### src/rtl/torus_vc_port.sv
// Torus router port: one FIFO per virtual channel, with round-robin selection of the output VC.
// Per-VC backpressure is applied in both directions, and a sticky completion flag is raised after N_PACKETS flits have left.
module torus_vc_port #(
    parameter int X_W       = 2,
    parameter int Y_W       = 2,
    parameter int D_W       = 256,
    parameter int VC_W      = 1,
    parameter int DEPTH     = 4,
    parameter int N_PACKETS = 128
) (
    input  logic                   clk,
    input  logic                   rst,
    input  logic                   in_v,
    input  logic [VC_W-1:0]        in_vc,
    input  logic [X_W-1:0]         in_x,
    input  logic [Y_W-1:0]         in_y,
    input  logic [D_W-1:0]         in_data,
    output logic [(1<<VC_W)-1:0]   in_b,
    output logic                   out_v,
    output logic [VC_W-1:0]        out_vc,
    output logic [X_W-1:0]         out_x,
    output logic [Y_W-1:0]         out_y,
    output logic [D_W-1:0]         out_data,
    input  logic [(1<<VC_W)-1:0]   out_b,
    output logic                   err_ovf,
    output logic                   done
);

    localparam int NUM_VC = 1 << VC_W;
    localparam int PTR_W  = $clog2(DEPTH);
    localparam int CNT_W  = PTR_W + 1;
    localparam int POP_W  = $clog2(N_PACKETS) + 1;
    localparam int F_W    = X_W + Y_W + D_W;

    logic [F_W-1:0]    mem [NUM_VC][DEPTH];
    logic [PTR_W-1:0]  wr_ptr [NUM_VC];
    logic [PTR_W-1:0]  rd_ptr [NUM_VC];
    logic [CNT_W-1:0]  count [NUM_VC];
    logic [VC_W-1:0]   rr_ptr;
    logic [VC_W-1:0]   sel_vc;
    logic [VC_W-1:0]   cand;
    logic [NUM_VC-1:0] eligible;
    logic [NUM_VC-1:0] push_vc;
    logic [NUM_VC-1:0] pop_vc;
    logic              push;
    logic              pop;
    logic              all_empty;
    logic [POP_W-1:0]  pop_cnt;

    always_comb begin
        in_b      = '0;
        eligible  = '0;
        all_empty = 1'b1;
        for (int v = 0; v < NUM_VC; v++) begin
            in_b[v]     = (count[v] == CNT_W'(DEPTH));
            eligible[v] = (count[v] != '0) && !out_b[v];
            if (count[v] != '0) begin
                all_empty = 1'b0;
            end
        end
    end

    assign push = in_v && !in_b[in_vc];

    // Round-robin selection: the first eligible VC at or after rr_ptr wins.
    // The loop runs downwards so that the smallest offset is assigned last and therefore takes priority.
    always_comb begin
        sel_vc = rr_ptr;
        cand   = rr_ptr;
        out_v  = 1'b0;
        for (int i = NUM_VC - 1; i >= 0; i--) begin
            cand = rr_ptr + VC_W'(i);
            if (eligible[cand]) begin
                sel_vc = cand;
                out_v  = 1'b1;
            end
        end
    end

    assign pop    = out_v;
    assign out_vc = sel_vc;
    assign {out_x, out_y, out_data} = mem[sel_vc][rd_ptr[sel_vc]];

    always_comb begin
        push_vc         = '0;
        pop_vc          = '0;
        push_vc[in_vc]  = push;
        pop_vc[sel_vc]  = pop;
    end

    always_ff @(posedge clk) begin
        if (push) begin
            mem[in_vc][wr_ptr[in_vc]] <= {in_x, in_y, in_data};
        end
    end

    // Pointers wrap naturally because DEPTH is a power of two.
    // A push and a pop on the same VC in one cycle leave its count unchanged.
    always_ff @(posedge clk or negedge rst) begin
        if (!rst) begin
            for (int v = 0; v < NUM_VC; v++) begin
                wr_ptr[v] <= '0;
                rd_ptr[v] <= '0;
                count[v]  <= '0;
            end
        end else begin
            for (int v = 0; v < NUM_VC; v++) begin
                if (push_vc[v]) begin
                    wr_ptr[v] <= wr_ptr[v] + PTR_W'(1);
                end
                if (pop_vc[v]) begin
                    rd_ptr[v] <= rd_ptr[v] + PTR_W'(1);
                end
                case ({push_vc[v], pop_vc[v]})
                    2'b10:   count[v] <= count[v] + CNT_W'(1);
                    2'b01:   count[v] <= count[v] - CNT_W'(1);
                    default: count[v] <= count[v];
                endcase
            end
        end
    end

    always_ff @(posedge clk or negedge rst) begin
        if (!rst) begin
            rr_ptr  <= '0;
            pop_cnt <= '0;
            err_ovf <= 1'b0;
            done    <= 1'b0;
        end else begin
            if (pop) begin
                rr_ptr <= sel_vc + VC_W'(1);
            end
            if (pop && (pop_cnt != '1)) begin
                pop_cnt <= pop_cnt + POP_W'(1);
            end
            if (in_v && in_b[in_vc]) begin
                err_ovf <= 1'b1;
            end
            if ((pop_cnt == POP_W'(N_PACKETS)) && all_empty) begin
                done <= 1'b1;
            end
        end
    end

endmodule

### config.mk
export PLATFORM = sky130hd
export DESIGN_NAME = torus_vc_port
export DESIGN_NICKNAME = d
export VERILOG_FILES = /design/src/rtl/torus_vc_port.sv
export SDC_FILE = /design/constraint.sdc
export NUM_CORES = 2
export LEC_CHECK = 0
export ABC_AREA = 1
export CAP_MARGIN = 10
export CORE_ASPECT_RATIO = 1.2
export CORE_MARGIN = 4
export CORE_UTILIZATION = 54
export DETAILED_ROUTE_END_ITERATION = 16
export DONT_BUFFER_PORTS = 1
export GPL_TIMING_DRIVEN = 0
export PLACE_DENSITY = 0.79
export SLEW_MARGIN = 20
export SYNTH_ARGS = -nofsm -noshare
export SYNTH_HDL_FRONTEND = slang
export SYNTH_SLANG_ARGS = --single-unit
### constraint.sdc
create_clock -name clk -period 31.1 [get_ports clk]
set_input_delay 1.555 -clock clk [delete_from_list [all_inputs] [get_ports clk]]
set_output_delay 1.555 -clock clk [all_outputs]
set_load 0.02 [all_outputs]
==> After elaboration in Yosys (flattened, before gate mapping) <==
Memory sizes are Yosys's and may differ from the RTL's.
Index checks and enable logic that the tools add are counted.
{ "classes": {"add_sub_neg": 11, "magnitude_cmp": 11, "eq_ne": 8, "mux": 31, "n_bitwise": 6, "n_reduce_logical": 16} }
{ "op_table": {"columns": ["cell", "count"], "rows": [
  ["1040-bit 2-to-1 mux", 1],
  ["260-bit 2-to-1 mux", 3],
  ["260-bit binary-select mux with 2-bit select", 1],
  ["260-bit demux with 2-bit select", 1],
  ["1-bit 2-to-1 mux", 15],
  ["2-bit 2-to-1 mux", 6],
  ["3-bit case mux with 2 select lines", 2],
  ["1-bit logical AND", 9],
  ["2-bit by 1-bit adder with 2-bit output (second input constant)", 4],
  ["8-bit by 1-bit adder with 8-bit output (second input constant)", 1],
  ["8-bit equality test (second input constant)", 1],
  ["1-bit by 2-bit < comparator with 1-bit output (second input constant)", 4],
  ["8-bit != test (second input constant)", 1],
  ["3-bit by 1-bit adder with 3-bit output (second input constant)", 2],
  ["3-bit equality test (second input constant)", 2],
  ["3-bit greater-or-equal comparator (second input constant)", 2],
  ["2-bit NOT with 3-bit output", 2],
  ["3-bit nonzero test", 2],
  ["3-bit by 1-bit subtractor with 3-bit output (second input constant)", 2],
  ["2-bit AND", 2],
  ["2-bit by 1-bit equality test with 1-bit output (second input constant)", 2],
  ["2-bit equality test (second input constant)", 2],
  ["2-bit greater-or-equal comparator (second input constant)", 2],
  ["1-bit NOT with 2-bit output", 2],
  ["6 further kinds", 12]
]} }
{ "word_totals": {"register_bits": 25, "ram_bits": 2080, "input_bits": 266, "output_inout_bits": 266, "elab_cells": 94, "mem_count": 1} }
{ "memory_table": {"columns": ["memory", "depth", "word_bits", "read_ports", "rd_clocked_by_memory_dff", "write_ports", "line", "rtl"], "rows": [
  ["mem", 2, 1040, 1, 0, 1, "35", "logic [F_W-1:0] mem [NUM_VC][DEPTH];"]
]} }

==> Depth between registers and ports, before layout <==
{ "logic_depth": {"word_depth": 14, "depth_mapped": 15, "depth_no_buf": 13} }

==> Least setup slack after synthesis <==
Ideal clock, no wire load.
{ "synth_timing": {"kind": "input to register", "startpoint": "input in_vc", "endpoint": "memory mem[1][1000] in the netlist's numbering, enable pin", "setup_ns": 1.516, "arrival_time_ns": 26.553, "required_ns": 29.584, "slack_ns": 3.031, "stages": 3, "path_buffers": 1, "path_cell_list": "clkbuf_1 > inv_1 > nor4_1"} }
{ "synth_via": {"elab_chain_len": 10} }
{ "synth_lines": {"columns": ["item", "line", "rtl"], "rows": [
  ["start, declared", "14", "input logic [VC_W-1:0] in_vc,"],
  ["1-bit NOT with 2-bit output (not written as such)", "93", "mem[in_vc][wr_ptr[in_vc]] <= {in_x, in_y, in_data};"],
  ["2-bit 2-to-1 mux (not written as such) (3 in series)", "93", null],
  ["2-bit NOT with 3-bit output (not written as such)", "93", null],
  ["3-bit greater-or-equal comparator (not written as such) / 3-bit by 1-bit < comparator with 1-bit output (equally long branches)", "93", null],
  ["1-bit logical AND (not written as such)", "93", null],
  ["260-bit 2-to-1 mux (not written as such)", "93", null],
  ["260-bit demux with 2-bit select", "93", null],
  ["1040-bit 2-to-1 mux (not written as such)", "93", null],
  ["end, declared", "35", null]
]} }
Several ways; a longest one is shown, not always the timed one. The select of a mux whose other input is x is not followed.

==> Final worst setup path <==
{ "layout_timing": {"startpoint": "input out_b[0]", "endpoint": "output out_y[1]"} }
{ "layout_via": {"elab_chain_len": 14} }
{ "layout_lines": {"columns": ["item", "line", "rtl"], "rows": [
  ["start, declared", "24", "input logic [(1<<VC_W)-1:0] out_b,"],
  ["1-bit logical NOT (*)", "56", "eligible[v] = (count[v] != '0) && !out_b[v];"],
  ["1-bit logical AND (*)", "56", null],
  ["1-bit 2-to-1 mux (not written as such) (2 in series)", "73", "if (eligible[cand]) begin"],
  ["1-bit 2-to-1 mux", "73", null],
  ["1-bit 2-to-1 mux (*)", "73", null],
  ["1-bit NOT with 2-bit output (not written as such)", "82", "assign {out_x, out_y, out_data} = mem[sel_vc][rd_ptr[sel_vc]];"],
  ["2-bit 2-to-1 mux (not written as such) (3 in series)", "82", null],
  ["2-bit NOT with 3-bit output (not written as such)", "82", null],
  ["260-bit binary-select mux with 2-bit select (*)", "82", null],
  ["260-bit 2-to-1 mux (not written as such) (*) (2 in series)", "82", null],
  ["end, declared", "22", "output logic [Y_W-1:0] out_y,"]
]} }
Mark *: on every way between the ends. The rest lies on a longest branch, timed or not. The select of a mux whose other input is x is not followed.

==> qor_table.md <==
| Parameter | This run | Unit |
|:---|:---|:---|
| Setup TNS after final layout | 0 | ps |
| Net switching power of the design | 4710 | uW |
| Internal cell power | 5710 | uW |
| Net count after synthesis | 8488 | - |
| Type of origin of the critical path | input pin | - |
| Number of vias per cell after detailed routing | 5.79 | - |
| Endpoint required time on the critical path | 29550 | ps |
| Number of I/O port buffers | 0 | - |
| Total core area | 162000 | um^2 |
| RD Place Congestion | 0.881 | - |
| Worst hold path type | in -> async | - |
| Share of cells above drive strength 1 | 0.113 | - |
| Least-Margin Pin Slew | 1230 | ps |
| Type of destination of the critical path | primary output | - |
| Boundary Pins | 532 | - |
| Total vias in the final route | 63600 | - |
| Clock root buffer | sky130_fd_sc_hd__clkbuf_16 | - |
| Setup repair bufs after CTS | 0 | - |
| Wirelength per Cell | 23.2 | um |
| Die height | 451 | um |
| Core utilization of the finished layout | 0.613 | - |
| Share of synthesized cell area in and, or, nand and nor gates | 0.251 | - |
| Violation count after the first detailed-routing iteration | 7391 | - |
| Final Setup Violations | 0 | - |
| Number of buffers inserted for hold repair after clock tree synthesis | 0 | - |
| Total number of placement rows | 162 | - |
| Cell Pwr Density | 105 | nW/um^2 |
| Synth Area in XOR/XNOR | 0.00169 | - |
| Post-route ant nets | 0 | - |
| Worst R2R End | mem[1][928]$_DFFE_PP_ | - |
| Clock tree from TritonCTS | yes | - |
| First drt pass iteration count | 6 | - |
| Post-cts repair resize count | 0 | - |
| Min Tclk post-route | 6080 | ps |
| Antenna violations before repair | 12 | - |
| First-pass GRT wire length | 373 | mm |
| Post-layout instance area | 99600 | um^2 |
| Multiplexer fraction of the synthesized cell area | 0 | - |
| CTS HTree Levels | 4 | - |
| Endpoints failing hold | 0 | - |
| Number of maximum-capacitance violations | 0 | - |
| Post-detailed-route DRC marker count | 0 | - |
| Startpoint of the worst register-to-register path | count[4]$_DFFE_PN0P_ | - |
| Total overflow reported by the global router | 0 | - |
| Dominant synthesized flop cell | sky130_fd_sc_hd__edfxtp_1 | - |
| Sw frac | 0.452 | - |
| Slew Viols, Final | 0 | - |
| RSZ-0062 raised after global routing | false | - |
| HPWL after detailed placement | 172 | mm |
| CTS buffer count | 196 | - |
| Post-synthesis share of cell area spent on full adders, half adders and majority gates | 0.00102 | - |
| Pin count of the biggest net entering global routing | 28 | - |
| Synthesized-area fraction occupied by ao, oa, aoi and oai cells | 0.00106 | - |
| Synth unique cells | 31 | - |
| Register-to-register path setup slack | 26480 | ps |
| Final period utilization | 0.195 | - |
| Async SR Flop Fraction | 0.0119 | - |
| Comb power frac | 0.443 | - |
| Maximum operating frequency | 165 | MHz |
| Die extent in x | 377 | um |
| Overall fraction of global-route tracks in use | 0.293 | - |
| Number of cells on the worst reg-to-reg path | 20 | - |
| Layout Area Growth over Synthesis | 12.9 | % |
| Area post-placement | 93200 | um^2 |
| Worst supply voltage drop on vdd | 0.0795 | mV |
| Clock sinks | 2105 | - |
| CP arrival | 4520 | ps |
| Leakage power figure | 0.0415 | uW |
| Number of enable-type register cells in the synthesized netlist | 2080 | - |
| Share of synthesized area occupied by flip-flops and latches | 0.715 | - |
| Starting Density | 0.543 | - |
| Final setup skew | 57.5 | ps |
| Start-to-end type of the worst setup path | in -> out | - |
| Synthesized area divided by synthesized cell count | 10.7 | um^2 |
| Bufs on Longest Clock Path | 3 | - |
| Clock slew seen by the registers of the worst setup and hold paths | 60 | ps |
| Clock power frac | 0.228 | - |
| Layout Nets | 8932 | - |
| PnR worst setup slack | 25020 | ps |
| Netlist Area Pre-Place | 88200 | um^2 |
| Pre-CTS setup slack | 24990 | ps |
| Gate count after technology mapping | 8216 | - |
| Run status | completed | - |
| Worst skew pair latency | 890 | ps |
| Combinational family with the most area after synthesis | simple AND/OR/NAND/NOR gates | - |
| Portion of total power attributed to sequential cells | 0.329 | - |
| Via count of the first global-routing pass | 61800 | - |
| Die ar. | 170000 | um^2 |
| Wire length reported by the detailed router | 255 | mm |
| Max-Slew Margin vs Limit | 0.183 | - |
| Final Total Pwr | 10400 | uW |
| Flip-flop and latch count after synthesis | 2105 | - |
| CP max FO | 11 | - |
| Synthesis Warnings | 0 | - |
-- critical path, stage by stage --
cell	delay [ps]
sky130_fd_sc_hd__inv_1	80
sky130_fd_sc_hd__nand2_2	90
sky130_fd_sc_hd__nand2_4	170
sky130_fd_sc_hd__nand2_4	150
sky130_fd_sc_hd__o21ai_2	790
sky130_fd_sc_hd__buf_2	720
sky130_fd_sc_hd__buf_2	400
sky130_fd_sc_hd__nand2_1	110
sky130_fd_sc_hd__nand2_1	400
-- power groups by stage --
stage               sequential [uW]  combinational [uW]  clock, uW
floorplan                      3620                2970          0
global placement               3750                4340          0
detailed placement             3490                4510          0
CTS                            3430                4550       2380
global route                   3440                4970       2500
finish                         3430                4620       2370
-- cells in the mapped netlist, types with 4 or more instances --
cell type	n	area share
sky130_fd_sc_hd__a21oi_1	4	0.00023
sky130_fd_sc_hd__buf_1	4	0.00017
sky130_fd_sc_hd__buf_2	445	0.025
sky130_fd_sc_hd__buf_4	14	0.0012
sky130_fd_sc_hd__clkbuf_1	51	0.0022
sky130_fd_sc_hd__dfrtp_1	25	0.0071
sky130_fd_sc_hd__edfxtp_1	2080	0.71
sky130_fd_sc_hd__ha_1	4	0.00057
sky130_fd_sc_hd__inv_1	30	0.0013
sky130_fd_sc_hd__nand2_1	4444	0.19
sky130_fd_sc_hd__nand2_2	5	0.00035
sky130_fd_sc_hd__nand3_1	1046	0.059
sky130_fd_sc_hd__nor2_1	13	0.00055
sky130_fd_sc_hd__nor3_1	7	0.00040
sky130_fd_sc_hd__o21ai_0	6	0.00034
sky130_fd_sc_hd__xnor2_1	4	0.00040
sky130_fd_sc_hd__xor2_1	13	0.0013
-- registers in the layout, indices dropped and copies added, names as in the netlist --
name,flops
err_ovf,1
mem,2080
done,1
count,6
wr_ptr,4
pop_cnt,8
rr_ptr,1
rd_ptr,4
-- how the worst max path moves through the flow --
| stage | from | end | cells past startpoint |
|---|---|---|---|
| global route | out_b[0] | out_data[255] | 10 |
| finish | out_b[0] | out_y[1] | 9 |
| global placement | in_vc | mem[1][920]$_DFFE_PP_ | 6 |
| detailed placement | out_b[0] | out_data[162] | 10 |
| CTS | out_b[0] | out_data[162] | 10 |
| floorplan | in_vc | mem[1][1000]$_DFFE_PP_ | 3 |
-- cell families (layout without fill, tap and decap cells) --
group | after synthesis | in the layout
and+or+nand+nor | 5525 | 5525
DFF | 2105 | 2105
buffers and inverters | 548 | 1155
xor gates and xnor gates | 17 | 17
AOI/OAI and AO/OA | 15 | 15
adders and majority gates | 6 | 6
other | 0 | 24
-- cells in the final DEF (no fill, tap or decap), drive strengths merged, types with 2 or more instances in the layout --
cell type / netlist / layout
nand3: 1047 / 1047
nand2: 4451 / 4451
edfxtp: 2080 / 2080
ha: 4 / 4
nor3: 7 / 7
fa: 2 / 2
buf: 466 / 712
xnor2: 4 / 4
a21oi: 5 / 5
clkinvlp: 0 / 8
diode: 0 / 24
nor4: 2 / 2
inv: 31 / 38
nor2: 14 / 14
o21ai: 7 / 7
bufinv: 0 / 16
nand4: 3 / 3
clkinv: 0 / 79
dfrtp: 25 / 25
clkbuf: 51 / 302
xor2: 13 / 13
-- final cells by class --
cell class / instances / area (um^2)
sequential: 2105 / 63100
fill: 11900 / 62800
multi-input combinational: 5563 / 22500
clock buffer: 251 / 5130
tap: 2132 / 2670
buffer: 517 / 2580
timing repair buffer: 246 / 2280
clock inverter: 110 / 1200
inverter: 31 / 116
antenna: 24 / 60.1
-- per-stage QoR --
stage,instances,hold WS (ps)
final,11000,389
after global routing,11000,345
after detailed placement,10600,470
after global placement,10300,460
after floorplan,8216,442
after CTS,11000,327
-- layer usage --
metal | track usage | vias to the layer above | routed length (um)
li1 | - | 28500 | -
met1 | 0.349 | 30400 | 86600
met2 | 0.483 | 3973 | 123000
met3 | 0.0816 | 756 | 29900
met4 | 0.164 | 6 | 15200
met5 | 0 | - | 35
No activity file was read; power rests on OpenSTA's default activity.
